`src/rtl/elevator_control.sv`:
```
// Single-car, four-floor elevator controller with SCAN scheduling.
// Hall calls latch into a pending mask; the car stops at each pending floor.
module elevator_control #(
    parameter int MOVE_CYCLES = 2,
    parameter int DOOR_CYCLES = 3
) (
    input  logic       clk,
    input  logic       reset,
    input  logic [3:0] up_req,
    input  logic [3:0] down_req,
    output logic [1:0] current_floor,
    output logic       moving_up,
    output logic       moving_down,
    output logic       door_open
);

    typedef enum logic [1:0] {
        IDLE      = 2'd0,
        MOVE_UP   = 2'd1,
        MOVE_DOWN = 2'd2,
        DOOR      = 2'd3
    } state_t;

    localparam logic [7:0] MOVE_LAST = 8'(MOVE_CYCLES - 1);
    localparam logic [7:0] DOOR_LAST = 8'(DOOR_CYCLES - 1);

    state_t      state_reg, state_next;
    logic        dir_up_reg, dir_up_next;
    logic [7:0]  timer_reg, timer_next;
    logic [1:0]  floor_next;
    logic [3:0]  requests;
    logic [3:0]  clear_mask;
    logic        clear_en;

    function automatic logic req_above(input logic [3:0] r, input logic [1:0] f);
        logic hit;
        hit = 1'b0;
        for (int i = 0; i < 4; i++) begin
            if (i > int'(f)) hit = hit | r[i];
        end
        return hit;
    endfunction

    function automatic logic req_below(input logic [3:0] r, input logic [1:0] f);
        logic hit;
        hit = 1'b0;
        for (int i = 0; i < 4; i++) begin
            if (i < int'(f)) hit = hit | r[i];
        end
        return hit;
    endfunction

    // Next-state: every transition restarts the shared travel/door timer.
    always_comb begin
        state_next  = state_reg;
        dir_up_next = dir_up_reg;
        floor_next  = current_floor;
        timer_next  = timer_reg;
        case (state_reg)
            IDLE: begin
                timer_next = 8'd0;
                if (requests[current_floor]) begin
                    state_next = DOOR;
                end else if (req_above(requests, current_floor)) begin
                    state_next  = MOVE_UP;
                    dir_up_next = 1'b1;
                end else if (req_below(requests, current_floor)) begin
                    state_next  = MOVE_DOWN;
                    dir_up_next = 1'b0;
                end
            end
            MOVE_UP, MOVE_DOWN: begin
                if (timer_reg == MOVE_LAST) begin
                    timer_next = 8'd0;
                    if (state_reg == MOVE_UP) begin
                        floor_next = (current_floor == 2'd3) ? current_floor : current_floor + 2'd1;
                    end else begin
                        floor_next = (current_floor == 2'd0) ? current_floor : current_floor - 2'd1;
                    end
                    if (requests[floor_next]) begin
                        state_next = DOOR;
                    end else if (state_reg == MOVE_UP && req_above(requests, floor_next)) begin
                        state_next = MOVE_UP;
                    end else if (state_reg == MOVE_DOWN && req_below(requests, floor_next)) begin
                        state_next = MOVE_DOWN;
                    end else if (state_reg == MOVE_UP && req_below(requests, floor_next)) begin
                        state_next  = MOVE_DOWN;
                        dir_up_next = 1'b0;
                    end else if (state_reg == MOVE_DOWN && req_above(requests, floor_next)) begin
                        state_next  = MOVE_UP;
                        dir_up_next = 1'b1;
                    end else begin
                        state_next = IDLE;
                    end
                end else begin
                    timer_next = timer_reg + 8'd1;
                end
            end
            DOOR: begin
                if (timer_reg == DOOR_LAST) begin
                    timer_next = 8'd0;
                    if (dir_up_reg && req_above(requests, current_floor)) begin
                        state_next = MOVE_UP;
                    end else if (!dir_up_reg && req_below(requests, current_floor)) begin
                        state_next = MOVE_DOWN;
                    end else if (dir_up_reg && req_below(requests, current_floor)) begin
                        state_next  = MOVE_DOWN;
                        dir_up_next = 1'b0;
                    end else if (!dir_up_reg && req_above(requests, current_floor)) begin
                        state_next  = MOVE_UP;
                        dir_up_next = 1'b1;
                    end else begin
                        state_next = IDLE;
                    end
                end else begin
                    timer_next = timer_reg + 8'd1;
                end
            end
            default: state_next = IDLE;
        endcase
    end

    // Calls for the floor being served are swallowed for the whole stop.
    assign clear_en = (state_next == DOOR) || (state_reg == DOOR);

    generate
        for (genvar gi = 0; gi < 4; gi++) begin : g_clear
            assign clear_mask[gi] = clear_en && (floor_next == 2'(gi));
        end
    endgenerate

    always_ff @(posedge clk or posedge reset) begin
        if (reset) begin
            state_reg     <= IDLE;
            dir_up_reg    <= 1'b1;
            timer_reg     <= 8'd0;
            current_floor <= 2'd0;
            requests      <= 4'd0;
            moving_up     <= 1'b0;
            moving_down   <= 1'b0;
            door_open     <= 1'b0;
        end else begin
            state_reg     <= state_next;
            dir_up_reg    <= dir_up_next;
            timer_reg     <= timer_next;
            current_floor <= floor_next;
            requests      <= (requests | up_req | down_req) & ~clear_mask;
            moving_up     <= (state_next == MOVE_UP);
            moving_down   <= (state_next == MOVE_DOWN);
            door_open     <= (state_next == DOOR);
        end
    end

endmodule

```
`config.mk`:
```
export PLATFORM = sky130hd
export DESIGN_NAME = elevator_control
export DESIGN_NICKNAME = d
export VERILOG_FILES = /design/src/rtl/elevator_control.sv
export SDC_FILE = /design/constraint.sdc
export NUM_CORES = 1
export LEC_CHECK = 0
export CAP_MARGIN = 25
export CORE_AREA = 3 3 54 56
export DETAILED_ROUTE_END_ITERATION = 8
export DIE_AREA = 0 0 57 59
export GPL_TIMING_DRIVEN = 0
export HOLD_SLACK_MARGIN = 0.02
export PLACE_DENSITY = 0.85
export SYNTH_ARGS = -nofsm -noshare
export SYNTH_HDL_FRONTEND = slang
export SYNTH_SLANG_ARGS = --single-unit
```
`constraint.sdc`:
```
create_clock -name clk -period 2.45 [get_ports clk]
set_clock_uncertainty 0.05 [all_clocks]
set_input_delay 0.245 -clock clk [delete_from_list [all_inputs] [get_ports clk]]
set_output_delay 0.245 -clock clk [all_outputs]
set_load 0.01 [all_outputs]
```
======== Yosys cells after proc, flatten, opt, wreduce, memory -nomap -nowiden ========
Index checks and enable logic that the tools add are counted.
operators by class
  $add $sub $neg .......................... 3
  multipliers ............................. 0
  divide/modulo/power cells ............... 0
  magnitude comparators ................... 14
  eq/ne operators ......................... 23
  shift-type cells ........................ 0
  mux-type cells .......................... 179
  bitwise operators ....................... 24
  reduce and logical (&&, ||, !) cells .... 19
operators by type and width
  cell                   count
  $mux W1                153
  $mux W2                19
  $pmux W8 S3            1
  $or A1 B1 Y1           20
  $mux W8                2
  $ne A2 B2 Y1 const B   8
  $eq A2 B2 Y1 const B   7
  $logic_and A1 B1 Y1    12
  $reduce_and A11 Y1     1
  $add A8 B1 Y8 const B  1
  $eq A8 B1 Y1 const B   1
  $eq A8 B2 Y1 const B   1
  $gt A2 B2 Y1 const A   4
  $lt A1 B2 Y1 const A   4
  $or A4 B4 Y4           2
  $eq A2 B1 Y1 const B   3
  $logic_not A2 Y1       3
  $lt A2 B3 Y1 const B   2
  $ne A3 B3 Y1 const B   2
  $pmux W2 S3            1
  $and A4 B4 Y4          1
  $bmux W1 S2            2
  $gt A1 B2 Y1 const A   2
  $lt A2 B2 Y1 const A   2
  8 further kinds        8
word-level totals
  flip-flop bits (word level) ............. 20
  bits in latches ......................... 0
  memory bits (writable) .................. 0
  bits in read-only memories .............. 0
  output and inout bits ................... 5
  logic and storage cells ................. 270
  memories kept ........................... 0

======== Depth between registers and ports, before layout ========
  depth after elaboration ................. 93
  mapped depth ............................ 10
  gate-level depth less buffers ........... 9

======== Worst setup path before layout ========
Ideal clock, no wire load.
  path kind ............................... register to register
  start point ............................. reg state_reg[1]
  end point ............................... reg requests[2]
  library setup time ...................... 82 ps
  arrival time ............................ 1970 ps
  data required time ...................... 2318 ps
  setup slack ............................. 348 ps
  stages on the path, launching flop included .. 11
  buffers on the path ..................... 2
  period minus slack after synthesis ...... 2102 ps
  cell sequence ........................... dfrtp_1 -> inv_1 -> ha_1 -> buf_2 -> buf_2 -> o211ai_1 -> a32oi_1 -> a31oi_1 -> o32ai_4 -> o21bai_2 -> a31oi_1
between the ends
  word-level cells in the longest chain between the ends .. 41
  elaborated cells on any way between the ends .. 111
  classes of those cells .................. 6 x order compare; 5 x eq/ne; 82 x mux; 10 x bitwise; 8 x reduce/logical
RTL lines
  element                 RTL line  source
  start, declared         27        state_t state_reg, state_next;
  start signal, assigned  143       state_reg <= state_next;
  $eq A2 B1 Y1            -
  $mux W2                 75        if (state_reg == MOVE_UP) begin
  $mux W2                 73        if (timer_reg == MOVE_LAST) begin
  $mux W2                 59        case (state_reg)
  $gt A1 B2 Y1            39        if (i > int'(f)) hit = hit | r[i];
  $mux W1                 39
  $mux W1                 86        end else if (state_reg == MOVE_UP && req_below(requests, floor_next)) begin
  $mux W1                 84        end else if (state_reg == MOVE_DOWN && req_below(requests, floor_next)) begin
  [... 25 more ...]       -
  $mux W2                 80        if (requests[floor_next]) begin
  $mux W2                 73
  $pmux W2 S3             59
  $eq A2 B2 Y1            124       assign clear_en = (state_next == DOOR) || (state_reg == DOOR);
  $logic_or A1 B1 Y1      124
  $logic_and A1 B1 Y1 *   128       assign clear_mask[gi] = clear_en && (floor_next == 2'(gi));
  $not A4 Y4 *            147       requests <= (requests | up_req | down_req) & ~clear_mask;
  $and A4 B4 Y4 *         147
  end signal, assigned    147
  end, declared           31        logic [3:0] requests;
Every way passes the cells marked *; elsewhere a longest branch is shown, timed or not. The select of a mux whose other input is x is not followed.
A chain may end at the register's enable or synchronous reset.

======== Final worst setup path ========
  start point ............................. reg state_reg[1]
  end point ............................... reg requests[3]
The elaborated chain is that of the path after synthesis.

==> summary.txt <==
Floorplanning
  – Die extent in y: ~60 microns
  – Initial Utilization: 56.2%
  – IO Count: 15
  – Row cnt: 18
  – Die Wd: around 57 microns
  – Die footprint: approximately 0.0034 sq mm
  – Core ar.: approximately 0.0025 sq mm

Yosys
  – Syn Inst Count: 156
  – Top cells by area, synth: dfrtp_1 (34%), ha_1 (6.3%), nor2_1 (5.9%), xor2_1 (3.8%), a21oi_1 (3.6%)
  – Mux contribution to synthesized area: under 10%
  – Async S/R FF share, synth: 100%
  – Main combinational cell family by area after synthesis: compound AO/OA/AOI/OAI gates
  – Syn. warnings: 0
  – Compound-Gate Fraction of Synth Area: roughly a quarter
  – Largest area contributor in the netlist: dfrtp_1
  – Ys flop type: dfrtp_1
  – Post-synth EDFFs: 0
  – Post-synthesis adder-cell area fraction: around 6.3%
  – Top-area cell type share of the netlist area: 34.2%
  – Simple-Gate Fraction of Synth Area: around a fifth
  – Syn_nets: about 170
  – Sequential fraction of the synthesis area: 36.1%
  – Mapped Area: 0.00139 sq mm
  – Post-synthesis xor/xnor area fraction: roughly 4.4%
  – Synth cell types: 47
  – Syn_area_per_cell: 8.92 sq um
  – Synth Register Bits: 20

Pwr
  – Gate power share: roughly two thirds
  – Psw: about 0.00097 W
  – Lkg Pwr: 0.681 nW
  – Clock power frac: 7.4%
  – Sequential share of power: between 20% and 30%
  – Pwr dens: 1260 mW/mm^2
  – Worst vdd rail ir drop: between 0.7 and 0.8 mV
  – Sw Ratio: 46.5%
  – Internal power: ~0.0011 W

Worst setup path
  – Buf+Inv Stages, Crit Path: 3
  – Data arrival, critical path: 2480 ps
  – Worst path depth: 10
  – R2R Setup Slk: approximately 140 ps
  – Reg2Reg Depth: 10
  – WS Path Type: register to register
  – Crit end category: register
  – Worst path cell trace: inv_1 -> ha_1 -> clkbuf_4 -> buf_6 -> o211ai_1 -> a32oi_2 -> a31oi_2 -> o32ai_4 -> o21bai_2 -> a31oi_1
  – Slowest cell on crit path: dfrtp_2
  – Top Family by Delay on Critical Path: compound AO/OA/AOI/OAI gates
  – Max stage delay on crit path: around 430 ps
  – Worst-path fanout max: 10
  – Critical Path RT: approximately 2600 ps
  – Startpoint types: register

Layout
  – Multi-input combinational cell area: approximately 840 sq um
  – Most frequent cells in the layout: nor2_1 (22), dfrtp_1 (18), clkdlybuf4s50_1 (14)
  – Inserted Diodes: 0
  – Most common cell after layout, fill and taps aside: nor2_1
  – Filler instances: a little over 200
  – Final Non-Filler Cells: between 200 and 250
  – Final instance area: 0.00165 sq mm
  – Synth-to-Final Area Change: 18.3%
  – Largest register FFs: 8
  – FF+latch area: between 500 and 600 sq um
  – Final net count: 194
  – Layout cell share with drive strength beyond 1: around 16%

Placement
  – Buffers added on ports: 14
  – Placed Cells: 200
  – GP Congestion: approximately 0.88
  – Dpl hpwl: 2.27 mm
  – Placed cell area: 0.00157 sq mm

Detailed routing
  – Iter 0 DRT Violations: 70
  – DR DRC count: 0
  – Drt first pass iters: 4
  – Routed vias/inst: approximately 6.0
  – Vias: between 1,000 and 1,500
  – Antenna viol nets, final: 0
  – Final WL: ~3 mm
  – Wire per inst: 14.9 microns

Min path
  – Hold WC Path Type: input port to asynchronous set/reset pin

STA
  – Fin crit share: between 90 and 100%
  – Fin. Hold Viols: 0
  – Max Fclk: 433 MHz
  – Final setup violation count: 0
  – Worst rel slew slack: 51.0%
  – Worst-Margin Slew: 733 ps
  – Final Max Tran Viols: 0
  – Fin crit period: ~2300 ps

GRT
  – Global-route wire length before repair: 5.09 mm
  – Largest net degree at the start of global routing: 21
  – Vias in the first global route: 1,177
  – Initial antenna violation count: 0
  – Tot GR Track Use: approximately a fifth
  – Gr ovfl total: 0

Clocking
  – Clk slew on worst S/H paths: approximately 110 ps
  – Clk sinks: 20
  – Clk buf depth: 2
  – Number of buffers inserted by hold repair at cts: 0
  – CTS H-tree depth: 1
  – Clk Latency, worst-skew pair: just under 300 ps
  – CTS root buffer: clkbuf_4
  – CTS Buf Count: 3
  – CTS tree: yes

Run status
  – Outcome: finished clean

Flow run
  – # Max-Cap Violations: 0
-- cell type report --
class | count | area share [%]
tap | 30 | 2.28
inverter | 11 | 2.51
multi-input combinational | 119 | 51.1
buffer | 6 | 2.58
sequential | 20 | 30.5
timing repair buffer | 16 | 9.42
clock buffer | 4 | 1.60
-- power by group through the flow --
stage,clock network (W),logic (W),registers [W]
2_1_floorplan,0,0.000953,0.000532
3_3_place_gp,0,0.00119,0.000541
3_5_place_dp,0,0.00124,0.000545
4_1_cts,0.000158,0.00126,0.000539
5_1_grt,0.000174,0.00154,0.000554
6_report,0.000154,0.00139,0.000537
-- cell families after synthesis --
logic type | Yosys count
adder cells (fa/ha/maj) | 7
AND/OR/NAND/NOR | 58
buffers and inverters | 17
XOR/XNOR | 7
flip-flops | 20
multiplexers | 2
AO/OA/AOI/OAI | 45
-- per-stage QoR --
stage | power (W) | hold WS, ps | worst slack (ps) | utilization [%] | setup TNS [ps]
4_1_cts | 0.00196 | 324 | 44.1 | 64.7 | 0
2_1_floorplan | 0.00149 | 158 | 348 | - | 0
3_5_place_dp | 0.00178 | 510 | -31.0 | 63.3 | -58.8
3_3_place_gp | 0.00173 | 482 | 36.9 | 63.3 | 0
6_report | 0.00208 | 308 | 141 | 66.5 | 0
5_1_grt | 0.00227 | 376 | -22.6 | 66.5 | -60.9
-- worst paths after layout --
kind                         startpoint      endpoint
max in group asynchronous         reset  state_reg[1]
max                        state_reg[1]   requests[3]
min                               reset   requests[0]
min in group clk            down_req[3]   requests[3]
max reg2reg                state_reg[1]   requests[3]
min reg2reg                timer_reg[0]  timer_reg[0]
-- per-layer routing --
layer | global-route usage [%] | vias up | routed length [microns] | part of all wire [%]
li1 | - | 607 | - | -
met1 | 24.5 | 588 | 1330 | 43
met2 | 32.8 | 30 | 1590 | 52
met3 | 1.96 | 12 | 72 | 2.3
met4 | 10.3 | 0 | 84 | 2.7
met5 | 0 | - | 0 | 0
-- cell usage after synthesis, types with 2 or more instances --
cell type and instances:
buf_2 3, o22ai_2 2, nand4_1 2, ha_1 7, xor2_1 6, nor3_1 5
a21oi_1 10, nor2_1 22, o22ai_1 2, nand2_1 7, o21ai_0 6, nand3_1 9
and2_1 2, buf_4 2, dfrtp_1 19, and3_1 3, a31oi_1 6, a211o_1 2
inv_1 9, nand2b_1 4, inv_2 2
-- repair_timing --
action | CTS | global route
buffers inserted | 0 | 2
resized for setup | 1 | 8
pin swaps | 0 | 4
endpoints found under the setup margin | 2 | 6
No activity file was read; power rests on OpenSTA's default activity.
